<file path="config.mk">
export PLATFORM = sky130hd
export DESIGN_NAME = instr_encoder
export DESIGN_NICKNAME = d
export VERILOG_FILES = /design/src/rtl/riscv_pkg.sv /design/src/rtl/imm_pack.sv /design/src/rtl/instr_encoder.sv
export SDC_FILE = /design/constraint.sdc
export NUM_CORES = 1
export LEC_CHECK = 0
export ABC_AREA = 1
export BUFFER_PORTS_ARGS = -buffer_cell sky130_fd_sc_hd__buf_2
export CAP_MARGIN = 20
export CELL_PAD_IN_SITES_DETAIL_PLACEMENT = 1
export CELL_PAD_IN_SITES_GLOBAL_PLACEMENT = 2
export CORE_MARGIN = 2
export CORE_UTILIZATION = 27
export DETAILED_ROUTE_END_ITERATION = 10
export GPL_TIMING_DRIVEN = 0
export PLACE_DENSITY = 0.92
export REMOVE_ABC_BUFFERS = 1
export SYNTH_ARGS = -nofsm -noshare
export SYNTH_HDL_FRONTEND = slang
export SYNTH_SLANG_ARGS = --single-unit
</file>
<file path="constraint.sdc">
create_clock -name clk -period 2 [get_ports clk]
set_input_delay 0.1 -clock clk [delete_from_list [all_inputs] [get_ports clk]]
set_output_delay 0.1 -clock clk [all_outputs]
set_load 0.005 [all_outputs]
</file>
<file path="src/rtl/riscv_pkg.sv">
// Shared RV32I encoding constants, immediate format enum and small encode helpers
// used by the instruction encoder and its bit-scatter sub-module.
package riscv_pkg;

    typedef enum logic [2:0] {
        FMT_I    = 3'd0,
        FMT_S    = 3'd1,
        FMT_B    = 3'd2,
        FMT_J    = 3'd3,
        FMT_U    = 3'd4,
        FMT_LI   = 3'd5,
        FMT_BAD6 = 3'd6,
        FMT_BAD7 = 3'd7
    } imm_fmt_e;

    typedef enum logic [1:0] {
        ST_IDLE  = 2'd0,
        ST_OUT   = 2'd1,
        ST_LI_HI = 2'd2,
        ST_LI_LO = 2'd3
    } enc_state_e;

    localparam logic [6:0] OPC_LUI    = 7'b0110111;
    localparam logic [6:0] OPC_OP_IMM = 7'b0010011;
    localparam logic [2:0] F3_ADDI    = 3'b000;

    // True when v[31:msb] are all copies of the same bit, i.e. v is a sign-extended msb+1 bit value.
    function automatic logic sext_fits(input logic [31:0] v, input int unsigned msb);
        logic [31:0] t;
        t = 32'($signed(v) >>> msb);
        return (t == '0) || (t == '1);
    endfunction

    function automatic logic [31:0] enc_lui(input logic [4:0] rd, input logic [19:0] hi);
        return {hi, rd, OPC_LUI};
    endfunction

    function automatic logic [31:0] enc_addi(input logic [4:0] rd, input logic [4:0] rs1,
                                             input logic [11:0] imm);
        return {imm, rs1, F3_ADDI, rd, OPC_OP_IMM};
    endfunction

endpackage

</file>
<file path="src/rtl/imm_pack.sv">
// Combinational bit-scatter of a sign-extended immediate and register fields into an
// I/S/B/J/U instruction word, plus a flag for immediates the field cannot represent.
module imm_pack
    import riscv_pkg::*;
(
    input  imm_fmt_e    fmt_i,
    input  logic [31:0] imm_i,
    input  logic [4:0]  rd_i,
    input  logic [4:0]  rs1_i,
    input  logic [4:0]  rs2_i,
    input  logic [6:0]  opcode_i,
    input  logic [2:0]  funct3_i,
    input  logic [6:0]  funct7_i,
    output logic [31:0] instr_o,
    output logic        range_err_o
);

    always_comb begin
        // NOTE: every output gets a default before the case so no path leaves it unassigned (no latch).
        instr_o     = '0;
        range_err_o = 1'b0;
        case (fmt_i)
            FMT_I: begin
                instr_o     = {imm_i[11:0], rs1_i, funct3_i, rd_i, opcode_i} | {funct7_i, 25'd0};
                range_err_o = !sext_fits(imm_i, 11);
            end
            FMT_S: begin
                instr_o     = {imm_i[11:5], rs2_i, rs1_i, funct3_i, imm_i[4:0], opcode_i};
                range_err_o = !sext_fits(imm_i, 11);
            end
            FMT_B: begin
                instr_o     = {imm_i[12], imm_i[10:5], rs2_i, rs1_i, funct3_i,
                               imm_i[4:1], imm_i[11], opcode_i};
                range_err_o = !sext_fits(imm_i, 12) || imm_i[0];
            end
            FMT_J: begin
                instr_o     = {imm_i[20], imm_i[10:1], imm_i[11], imm_i[19:12], rd_i, opcode_i};
                range_err_o = !sext_fits(imm_i, 20) || imm_i[0];
            end
            FMT_U: begin
                instr_o     = {imm_i[31:12], rd_i, opcode_i};
                range_err_o = (imm_i[11:0] != 12'd0);
            end
            default: ;
        endcase
    end

endmodule

</file>
<file path="src/rtl/instr_encoder.sv">
// RV32I instruction encoder with LI expansion (ADDI or LUI+ADDI) and registered valid/ready streams.
// Optional immediate range rejection is enabled by defining IMM_RANGE_CHECK_EN.
module instr_encoder
    import riscv_pkg::*;
#(
    parameter int SKIP_ZERO_LO = 1,
    parameter int FMT_W        = 3
) (
    input  logic             clk,
    input  logic             reset,
    input  logic             req_valid,
    output logic             req_ready,
    input  logic [FMT_W-1:0] req_fmt,
    input  logic [6:0]       req_opcode,
    input  logic [2:0]       req_funct3,
    input  logic [6:0]       req_funct7,
    input  logic [4:0]       req_rd,
    input  logic [4:0]       req_rs1,
    input  logic [4:0]       req_rs2,
    input  logic [31:0]      req_imm,
    output logic             out_valid,
    input  logic             out_ready,
    output logic [31:0]      out_instr,
    output logic             out_last,
    output logic             err
);

    localparam bit SKIP_LO = (SKIP_ZERO_LO != 0);

    enc_state_e  state_q, state_d;
    logic        out_valid_q, out_valid_d;
    logic [31:0] out_instr_q, out_instr_d;
    logic        out_last_q, out_last_d;
    logic        err_q, err_d;
    logic [4:0]  li_rd_q, li_rd_d;
    logic [11:0] li_lo_q, li_lo_d;

    imm_fmt_e    fmt;
    logic [31:0] pack_instr;
    logic        range_err;
    logic        illegal;
    logic        reject;
    logic        li_short;
    logic [19:0] li_hi;

    assign fmt = imm_fmt_e'(req_fmt);

    imm_pack u_imm_pack (
        .fmt_i       (fmt),
        .imm_i       (req_imm),
        .rd_i        (req_rd),
        .rs1_i       (req_rs1),
        .rs2_i       (req_rs2),
        .opcode_i    (req_opcode),
        .funct3_i    (req_funct3),
        .funct7_i    (req_funct7),
        .instr_o     (pack_instr),
        .range_err_o (range_err)
    );

    assign illegal = (fmt == FMT_BAD6) || (fmt == FMT_BAD7);

`ifdef IMM_RANGE_CHECK_EN
    assign reject = illegal || range_err;
`else
    logic unused_range_err;
    assign unused_range_err = range_err;
    assign reject           = illegal;
`endif

    // LUI upper part is rounded up when the low 12 bits will be sign-extended negative by ADDI.
    assign li_short = sext_fits(req_imm, 11);
    assign li_hi    = req_imm[31:12] + {19'd0, req_imm[11]};

    assign req_ready = !out_valid_q || (out_ready && out_last_q);
    assign out_valid = out_valid_q;
    assign out_instr = out_instr_q;
    assign out_last  = out_last_q;
    assign err       = err_q;

    always_comb begin
        state_d     = state_q;
        out_valid_d = out_valid_q;
        out_instr_d = out_instr_q;
        out_last_d  = out_last_q;
        err_d       = 1'b0;
        li_rd_d     = li_rd_q;
        li_lo_d     = li_lo_q;

        if (req_valid && req_ready) begin
            // A new request may replace a word being consumed on the same edge.
            if (reject) begin
                out_valid_d = 1'b0;
                out_last_d  = 1'b0;
                err_d       = 1'b1;
                state_d     = ST_IDLE;
            end else if (fmt == FMT_LI) begin
                out_valid_d = 1'b1;
                if (li_short) begin
                    out_instr_d = enc_addi(req_rd, 5'd0, req_imm[11:0]);
                    out_last_d  = 1'b1;
                    state_d     = ST_OUT;
                end else begin
                    out_instr_d = enc_lui(req_rd, li_hi);
                    if (SKIP_LO && (req_imm[11:0] == 12'd0)) begin
                        out_last_d = 1'b1;
                        state_d    = ST_OUT;
                    end else begin
                        out_last_d = 1'b0;
                        li_rd_d    = req_rd;
                        li_lo_d    = req_imm[11:0];
                        state_d    = ST_LI_HI;
                    end
                end
            end else begin
                out_valid_d = 1'b1;
                out_instr_d = pack_instr;
                out_last_d  = 1'b1;
                state_d     = ST_OUT;
            end
        end else if (out_valid_q && out_ready) begin
            if (state_q == ST_LI_HI) begin
                out_instr_d = enc_addi(li_rd_q, li_rd_q, li_lo_q);
                out_last_d  = 1'b1;
                state_d     = ST_LI_LO;
            end else begin
                out_valid_d = 1'b0;
                out_last_d  = 1'b0;
                state_d     = ST_IDLE;
            end
        end
    end

    always_ff @(posedge clk) begin
        // NOTE: state registers use non-blocking assignment so every flop samples pre-edge values.
        if (reset) begin
            state_q     <= ST_IDLE;
            out_valid_q <= 1'b0;
            out_instr_q <= '0;
            out_last_q  <= 1'b0;
            err_q       <= 1'b0;
            li_rd_q     <= '0;
            li_lo_q     <= '0;
        end else begin
            state_q     <= state_d;
            out_valid_q <= out_valid_d;
            out_instr_q <= out_instr_d;
            out_last_q  <= out_last_d;
            err_q       <= err_d;
            li_rd_q     <= li_rd_d;
            li_lo_q     <= li_lo_d;
        end
    end

endmodule

</file>
==> results of run 1 <==
worst max-delay path, stage by stage, from the launching register on:
cell and delay [ps]:
dfxtp_1 380, nand2_1 110, nand2_4 140, nand2_8 90
inv_12 140, nand2_2 170, nand2_8 170, inv_6 120
nand2_1 80, nand2_1 50, a21oi_1 120, nor2_1 50
cell usage after synthesis, types with 3 or more instances:
master | instances | area, um2
a211oi_1 | 3 | 22.5
a21oi_1 | 30 | 150
a22oi_1 | 11 | 82.6
a31oi_1 | 9 | 56.3
buf_2 | 5 | 25.0
buf_4 | 3 | 22.5
buf_6 | 4 | 45.0
clkbuf_1 | 8 | 30.0
dfxtp_1 | 53 | 1060
ha_1 | 3 | 37.5
inv_1 | 36 | 135
inv_2 | 5 | 18.8
nand2_1 | 153 | 574
nand2_2 | 7 | 43.8
nand3_1 | 47 | 235
nand3_2 | 3 | 30.0
nand4_1 | 3 | 18.8
nor2_1 | 85 | 319
nor2_2 | 11 | 68.8
nor2_4 | 3 | 33.8
nor3_1 | 4 | 20.0
o211ai_1 | 9 | 67.6
o21ai_0 | 34 | 170
o21ai_1 | 11 | 55.1
o21bai_1 | 3 | 22.5
xnor2_1 | 6 | 52.6
xor2_1 | 10 | 87.6
report_power, final:
part,leakage [nW],internal (mW),switching [mW]
clock network,0.0712,0.469,0.428
logic,1.49,0.233,0.428
registers,0.433,1.12,0.0318
logic make-up (layout without fill, tap and decap cells):
logic type | count (synthesis) | in the layout
AOI/OAI and AO/OA | 114 | 114
xor gates and xnor gates | 16 | 16
and+or+nand+nor | 320 | 322
adders and majority gates | 3 | 3
DFF | 53 | 53
buffers and inverters | 64 | 158
layout by cell type (no fill, tap or decap), types with 8 or more instances in the layout:
master,synthesis,routed
a21oi_1,30,30
a22oi_1,11,11
a31oi_1,9,9
buf_2,5,106
dfxtp_1,53,53
inv_1,36,35
nand2_1,153,149
nand2_2,7,8
nand3_1,47,47
nor2_1,85,85
nor2_2,11,11
o211ai_1,9,9
o21ai_0,34,34
o21ai_1,11,11
xor2_1,10,10
layer usage:
layer / up-vias / share of wire
li1: 2065 / -
met1: 1974 / 0.46
met2: 103 / 0.48
met3: 17 / 0.045
met4: 0 / 0.016
met5: - / 0
worst paths after layout:
check / start / endpoint / cells after the start
setup / recovery: out_last$_SDFFE_PP0P_ / out_instr[18]$_SDFFE_PP0P_ / 11
hold / removal: req_opcode[6] / out_instr[6]$_SDFFE_PP0P_ / 3
hold reg to reg: out_instr[24]$_SDFFE_PP0P_ / out_instr[24]$_SDFFE_PP0P_ / 2
setup reg to reg: out_last$_SDFFE_PP0P_ / out_instr[18]$_SDFFE_PP0P_ / 11
state kept, by name, summed over array words and instances, names as in the netlist:
register	cells
li_lo_q	12
out_valid	1
out_instr	32
li_rd_q	5
state_q	1
out_last	1
err	1
cell type report:
type	count	area [um2]	area share
clock buffers	6	129	0.0290
clock inverters	2	13.8	0.00309
inverters	42	184	0.0414
multi-input cells	455	2290	0.516
flip-flops and latches	53	1060	0.239
well taps	176	220	0.0495
repair buffers	108	546	0.123
what timing repair did:
| item | CTS | global route |
|---|---|---|
| setup endpoints to repair | 52 | 46 |
| buffers inserted | 0 | 2 |
| pin swaps | 0 | 3 |
| cloned | 0 | 2 |
| hold buffers | 0 | 0 |
| resized for setup | 11 | 6 |
metrics by stage:
stage	TNS (ps)	setup slack, ps	power [mW]
3_5_place_dp	-45840	-1240	1.80
2_1_floorplan	-1300	-162	1.49
3_3_place_gp	-40730	-1140	1.78
4_1_cts	0	2.47	2.71
5_1_grt	0	4.00	2.85
6_report	0	221	2.70
==> flow_summary.toml, run 1 <==
[run_status]
status = "finished, final reports clean"

[finish]
finalNetCount = 739
syn2layout_area_growth_pct = 23.8
fin_util = 0.339
drive_gt1_frac = 0.233
instances_no_fill = 842
fillers = 1766
antenna_cells = 0
design_area_um2 = 4450

[drt]
viasPerCell = 4.94
vias = 4159
route.detailed.drc = 0
first_pass_iters = 4
ant_nets = 0
wire_per_inst_um = 17.0
drt-total-wl_mm = 14.3
drt_iter0_drc = 192

[yosys]
synth_top_family_by_area = "simple AND/OR/NAND/NOR gates"
synth-seq-area-share = 0.295
synth-adder-area-share = 0.0104
synth_cell_type_count = 38
synth_top_flop_cell = "dfxtp_1"
muxShareOfSynthArea = 0
synth_edf_count = 0
synth_area_um2 = 3590
synth_warnings = 0
synth_xor_area_frac = 0.0390
ys_ff_latch = 53
synth_async_sr_flop_share = 0
avgSynthCellArea_um2 = 6.30
syn_inst = 570
synth_compound_area_frac = 0.186
yosys.area_share.simple = 0.386

[worst_hold_path]
hold_class = "input port to flop"

[timing]
worstMarginPinSlew_ps = 701
maxSlewViolCount = 0
skew_ps = 5.44
max_freq_mhz = 562
period_minus_slack_ps = 1780
timing.final.crit_share = 0.889
rsz0062_at_grt = "no"
slew-limit-headroom = 0.533
finalHoldViolCount = 0
setup_viol_count_final = 0
whs_ps = 61.6

[die]
die_x_um = 119
start_util = 0.273
core.rowCount = 42
core-area_um2 = 13100
ioPinCount = 107
die_h_um = 119
dieArea_um2 = 14200

[setup_path]
reg2reg_slack_ps = 220
start_kind = "flop"
critPathArrivalTime_ps = 1950
path_class = "flop to flop"
worst_ep_required_time_ps = 2170
end_kind = "flop"
critPathMaxFanout = 29

[grt]
met2_usage = 0.340
grt_use_total = 0.197
grt_pass1_vias = 4301
use_met1 = 0.251
grt_max_degree = 35
grt_overflow_total = 0
busiest_layer = "met2"
met3_usage = 0.0354
antenna_found_initial = 0
grt_pass1_wl_mm = 22.2

[placement]
dp_cells = 830
dp_hpwl_mm = 10.8
gp_congestion = 0.934
placed_cell_area_um2 = 4200
numPortBuffers = 106

[power]
ir_worst_vdd_mv = 0.295
cellPowerDensity_nw_per_um2 = 608
p_leak_nw = 1.99

[clocking]
numCtsBuffers = 5
cts.path.max_buffers = 2
tritoncts = "done"
clock_sinks = 53
htreeDepth = 2
clock_latency_ps = 310
cts_root_buf = "clkbuf_16"
path_clk_slew_ps = 70

[flow_run]
maxCapViolations = 0
Power figures use the tool's default switching activity.
==> run 2, diff against run 1 <==
REMOVE_ABC_BUFFERS = not set   (was 1)
==> run 2 against run 1 <==
Routed wire length up 4.2%. Sequential power is essentially flat. Clock power shrank 3.5%. Total power is 0.41% lower. Core utilization grew 0.28 points. Via count increased by 2.5%. Worst setup slack worse by 46 ps. Critical path depth up 1. Combinational power is 3% higher. Non-clock buffer count rose by 17. Critical path type unchanged. Highest routed layer unchanged.
==> flow_summary.toml, run 2 (synthesis gave the netlist of run 1 again) <==
[run_status]
status = "finished, final reports clean"

[grt]
use_met1 = 0.283
met2_usage = 0.360
grt_use_total = 0.213
antenna_found_initial = 0
met3_usage = 0.0350
grt_overflow_total = 0
grt_pass1_vias = 4432
busiest_layer = "met2"
grt_pass1_wl_mm = 23.8
grt_max_degree = 17

[setup_path]
max_stage_delay_ps = 380
end_kind = "flop"
slowest_stage = "dfxtp_1"
critPathMostFrequentCell = "nand2_1"
worst_ep_required_time_ps = 2220
critPathMaxFanout = 10
path_class = "flop to flop"
crit_chain = "nand2_1, nand2_1, nand2_2, buf_6, nand2_1, nand2_1, nand2_2, buf_4, o21ai_0, inv_1, nand2_1, a21oi_1"
critPathTopFamily = "simple AND/OR/NAND/NOR gates"
path_depth = 12
start_kind = "flop"
reg2reg_depth = 12
cp_num_buf_inv = 3
critPathArrivalTime_ps = 2050

[power]
p_total_mw = 2.69
power_switching_uw = 868
cellPowerDensity_nw_per_um2 = 601
combPwrFrac = 0.252
power.share.sequential = 0.427
power_frac_clock = 0.321
ir_worst_vdd_mv = 0.306
swShare = 0.322
p_leak_nw = 2.03
internal_power_mw = 1.83

[clocking]
tritoncts = "done"
cts_hold_buffers = 0
path_clk_slew_ps = 70
cts.path.max_buffers = 2
clock_sinks = 53
cts_root_buf = "clkbuf_16"
clock_latency_ps = 300
cts_setup_buffers = 0
htreeDepth = 2
numCtsBuffers = 5

[timing]
maxSlewViolCount = 0
setup_viol_count_final = 0
finalHoldViolCount = 0
layout_setup_ws_ps = 175
slew-limit-headroom = 0.586
worstMarginPinSlew_ps = 621
period_minus_slack_ps = 1820
rsz0062_at_grt = "no"
timing.final.crit_share = 0.912
max_freq_mhz = 548
skew_ps = 8.65

[die]
ioPinCount = 107
core.rowCount = 42
start_util = 0.273
die_h_um = 119
dieArea_um2 = 14200
die_x_um = 119
core-area_um2 = 13100

[drt]
wire_per_inst_um = 17.4
route.detailed.drc = 0
drt_iter0_drc = 206
ant_nets = 0
vias = 4265
first_pass_iters = 4
viasPerCell = 4.98
drt-total-wl_mm = 14.9

[finish]
syn2layout_area_growth_pct = 24.8
fillers = 1769
mostFrequentLayoutCell = "nand2_1"
final_cell_mix = "nand2_1, buf_2, nor2_1, dfxtp_1, nand3_1"
largest_reg_flops = 32
finalNetCount = 754
regArea_um2 = 1060
drive_gt1_frac = 0.233
multiInputGateArea_um2 = 2230
antenna_cells = 0

[placement]
dp_hpwl_mm = 12.1
gp_congestion = 0.926
numPortBuffers = 103
place_ws_ps = -114

[yosys]
syn_nets = 644

[flow_run]
maxCapViolations = 0

[worst_hold_path]
hold_class = "input port to flop"
whs_path_depth = 3
[run 2: changes by cell type in the layout (fill, tap and decap cells not counted), sizes merged]
cell / delta
buf: +9
clkbuf: +8
clkinv: -1
clkinvlp: +1
nand2: -2
[run 2: timing repair]
item                                    CTS  global route
endpoints found under the setup margin    0            14
hold endpoints to repair                  0             0
resized for setup                         0             5
[run 2: worst paths after layout]
kind | to | slack, ps | start
max reg2reg | out_instr[22]$_SDFFE_PP0P_ | 180 | out_last$_SDFFE_PP0P_
min | out_instr[6]$_SDFFE_PP0P_ | 70 | req_opcode[6]
min reg2reg | out_instr[20]$_SDFFE_PP0P_ | 470 | out_instr[20]$_SDFFE_PP0P_
max | out_instr[22]$_SDFFE_PP0P_ | 180 | out_last$_SDFFE_PP0P_
[run 2: through the flow]
| stage | setup TNS, ps | utilization | hold WS, ps | area [um2] | std cells |
|---|---|---|---|---|---|
| after CTS | 0 | 0.340 | 71.7 | 4470 | 857 |
| final | 0 | 0.341 | 72.1 | 4480 | 857 |
| after global placement | -97.6 | 0.329 | 372 | 4330 | 849 |
| after floorplan | 0 | - | 246 | 3590 | 570 |
| after detailed placement | -132 | 0.329 | 386 | 4330 | 849 |
| after global routing | 0 | 0.341 | 91.9 | 4480 | 857 |
[run 2: per-layer routing]
layer	part of all wire	routed length, um
met5	0	0
met4	0.013	189
met3	0.049	736
met2	0.48	7080
met1	0.46	6890
[run 2: power by group through the flow]
stage	combinational, mW	sequential (mW)	clock (mW)
4_1_cts	0.676	1.15	0.880
3_3_place_gp	0.652	1.17	0
6_report	0.678	1.15	0.865
2_1_floorplan	0.359	1.17	0
5_1_grt	0.758	1.16	0.917
3_5_place_dp	0.673	1.17	0
[run 2: worst register-to-register path, stage by stage (launching register included)]
cell and delay (ps):
dfxtp_1 380, nand2_1 60, nand2_1 80, nand2_2 90, buf_6 160, nand2_1 80, nand2_1 110, nand2_2 180
buf_4 210, o21ai_0 120, inv_1 80, nand2_1 70, a21oi_1 120
[run 2: cell type report]
type | instances | share of cell area
Multi-Input combinational cell | 453 | 0.498
Sequential cell | 53 | 0.237
Timing Repair Buffer | 103 | 0.115
Tap cell | 176 | 0.0491
Inverter | 42 | 0.0363
Buffer | 22 | 0.0324
Clock buffer | 6 | 0.0287
Clock inverter | 2 | 0.00335
==> run 3, diff against run 2 <==
PLACE_DENSITY = 0.85   (was 0.92)
==> run 3 against run 2 <==
Clock skew down 2.5 ps. Register-to-register slack lost 20 ps. Total power is essentially flat. Via count shrank 0.45%. Global-route usage shrank 0.072 points. First-iteration DRC count is 14% higher. Die area unchanged. Fmax shrank 1.2%. Worst hold slack worse by 0.74 ps. Core utilization about the same. Worst setup slack worse by 22 ps. Largest power group unchanged. Highest routed layer unchanged.
==> flow_summary.toml, run 3 (synthesis gave the netlist of run 1 again) <==
[run_status]
status = "finished, final reports clean"

[grt]
grt_pass1_vias = 4396
grt_pass1_wl_mm = 23.4
grt_max_degree = 17
grt_use_total = 0.212
antenna_found_initial = 0
grt_overflow_total = 0

[finish]
antenna_cells = 0
syn2layout_area_growth_pct = 25.0
final_cell_mix = "nand2_1, buf_2, nor2_1, dfxtp_1, nand3_1"
largest_reg_flops = 32
drive_gt1_frac = 0.229
mostFrequentLayoutCell = "nand2_1"
finalNetCount = 754
design_area_um2 = 4490
fillers = 1783

[setup_path]
critPathTopFamily = "simple AND/OR/NAND/NOR gates"
reg2reg_depth = 9
path_depth = 9
reg2reg_slack_ps = 150
critPathArrivalTime_ps = 2080
endpoint = "out_instr[18]$_SDFFE_PP0P_"
max_stage_delay_ps = 480
start_kind = "flop"
end_kind = "flop"
cp_num_buf_inv = 2
slowest_stage = "clkbuf_1"
worst_ep_required_time_ps = 2230
crit_start = "out_last$_SDFFE_PP0P_"
crit_chain = "nand2_1, nand2_1, nand2_1, buf_6, clkbuf_1, nand3_1, nand2_1, a21oi_1, nor2_1"
path_class = "flop to flop"
r2r_end = "out_instr[18]$_SDFFE_PP0P_"
critPathMostFrequentCell = "nand2_1"
timing.rr.start = "out_last$_SDFFE_PP0P_"
critPathMaxFanout = 10

[power]
combPwrFrac = 0.252
internal_power_mw = 1.83
ir_worst_vdd_mv = 0.282
power_frac_clock = 0.321
cellPowerDensity_nw_per_um2 = 600
swShare = 0.321
p_leak_nw = 2.03
power.share.sequential = 0.427
p_total_mw = 2.69
power_switching_uw = 865

[drt]
wire_per_inst_um = 17.3
route.detailed.drc = 0
drt_iter0_drc = 235
vias = 4246
ant_nets = 0
viasPerCell = 4.95
drt-total-wl_mm = 14.8
first_pass_iters = 4

[clocking]
path_clk_slew_ps = 70
cts.path.max_buffers = 2
cts_hold_buffers = 0
cts_setup_buffers = 0
cts_root_buf = "clkbuf_16"
htreeDepth = 2
numCtsBuffers = 5
tritoncts = "done"
clock_latency_ps = 300
clock_sinks = 53

[placement]
gp_congestion = 0.845
numPortBuffers = 103
placed_cell_area_um2 = 4330
dp_hpwl_mm = 12.0

[timing]
worstMarginPinSlew_ps = 596
period_minus_slack_ps = 1850
maxSlewViolCount = 0
max_freq_mhz = 542
timing.final.crit_share = 0.923
slew-limit-headroom = 0.602
finalHoldViolCount = 0
setup_viol_count_final = 0
skew_ps = 6.11

[die]
die_h_um = 119
dieArea_um2 = 14200
ioPinCount = 107
start_util = 0.273
die_x_um = 119
core-area_um2 = 13100
core.rowCount = 42

[worst_hold_path]
hold_class = "input port to flop"

[yosys]
syn_nets = 644

[flow_run]
maxCapViolations = 0
==> run 3: timing repair <==
action | CTS | global route
setup endpoints to repair | 0 | 18
hold endpoints to repair | 0 | 0
resized for setup | 0 | 5
==> run 3: cell type report <==
| type | count | area [um2] | area share |
|---|---|---|---|
| Buffer | 22 | 151 | 0.0337 |
| Clock buffer | 6 | 129 | 0.0287 |
| Clock inverter | 2 | 15.0 | 0.00334 |
| Inverter | 42 | 163 | 0.0362 |
| Multi-Input combinational cell | 453 | 2230 | 0.498 |
| Sequential cell | 53 | 1060 | 0.236 |
| Tap cell | 176 | 220 | 0.0491 |
| Timing Repair Buffer | 103 | 515 | 0.115 |
==> run 3: through the flow <==
stage               utilization  instances  setup TNS, ps  worst slack [ps]  hold slack (ps)
finish                    0.342        857              0               153             71.4
global placement          0.329        849          -99.5             -94.0              366
global route              0.342        857          -21.6             -10.4             83.2
floorplan                     -        570              0               469              246
detailed placement        0.329        849           -146              -112              379
CTS                       0.340        857              0              79.5             65.8
==> run 3: power groups by stage <==
stage / logic [mW] / clock network [mW] / registers (mW)
global placement: 0.660 / 0 / 1.17
floorplan: 0.359 / 0 / 1.17
global route: 0.757 / 0.936 / 1.16
detailed placement: 0.673 / 0 / 1.17
finish: 0.678 / 0.865 / 1.15
CTS: 0.677 / 0.882 / 1.15
==> run 3: layer usage <==
layer | vias to the layer above | global-route usage | share of wire
met3 | 19 | 0.0350 | 0.051
met2 | 111 | 0.352 | 0.47
li1 | 2097 | - | -
met4 | 0 | 0.0507 | 0.019
met1 | 2019 | 0.287 | 0.46
met5 | - | 0 | 0
==> run 3: worst min-delay path by stage <==
stage / start / to / slack [ps] / cells after the start
after floorplan: req_imm[10] / li_lo_q[10]$_SDFFE_PP0P_ / 250 / 2
after detailed placement: req_rd[2] / li_rd_q[2]$_SDFFE_PP0P_ / 380 / 3
after global routing: req_rd[2] / li_rd_q[2]$_SDFFE_PP0P_ / 80 / 3
after CTS: req_opcode[3] / out_instr[3]$_SDFFE_PP0P_ / 70 / 3
after global placement: req_rd[4] / li_rd_q[4]$_SDFFE_PP0P_ / 370 / 3
final: req_rd[2] / li_rd_q[2]$_SDFFE_PP0P_ / 70 / 3
==> run 3: worst reg2reg max path, delay by kind of cell (launching register included) <==
| family | cells | cell delay [ps] |
|---|---|---|
| AND/OR/NAND/NOR | 6 | 720 |
| AO/OA/AOI/OAI | 1 | 50 |
| buffers and inverters | 2 | 680 |
| flip-flops | 1 | 340 |
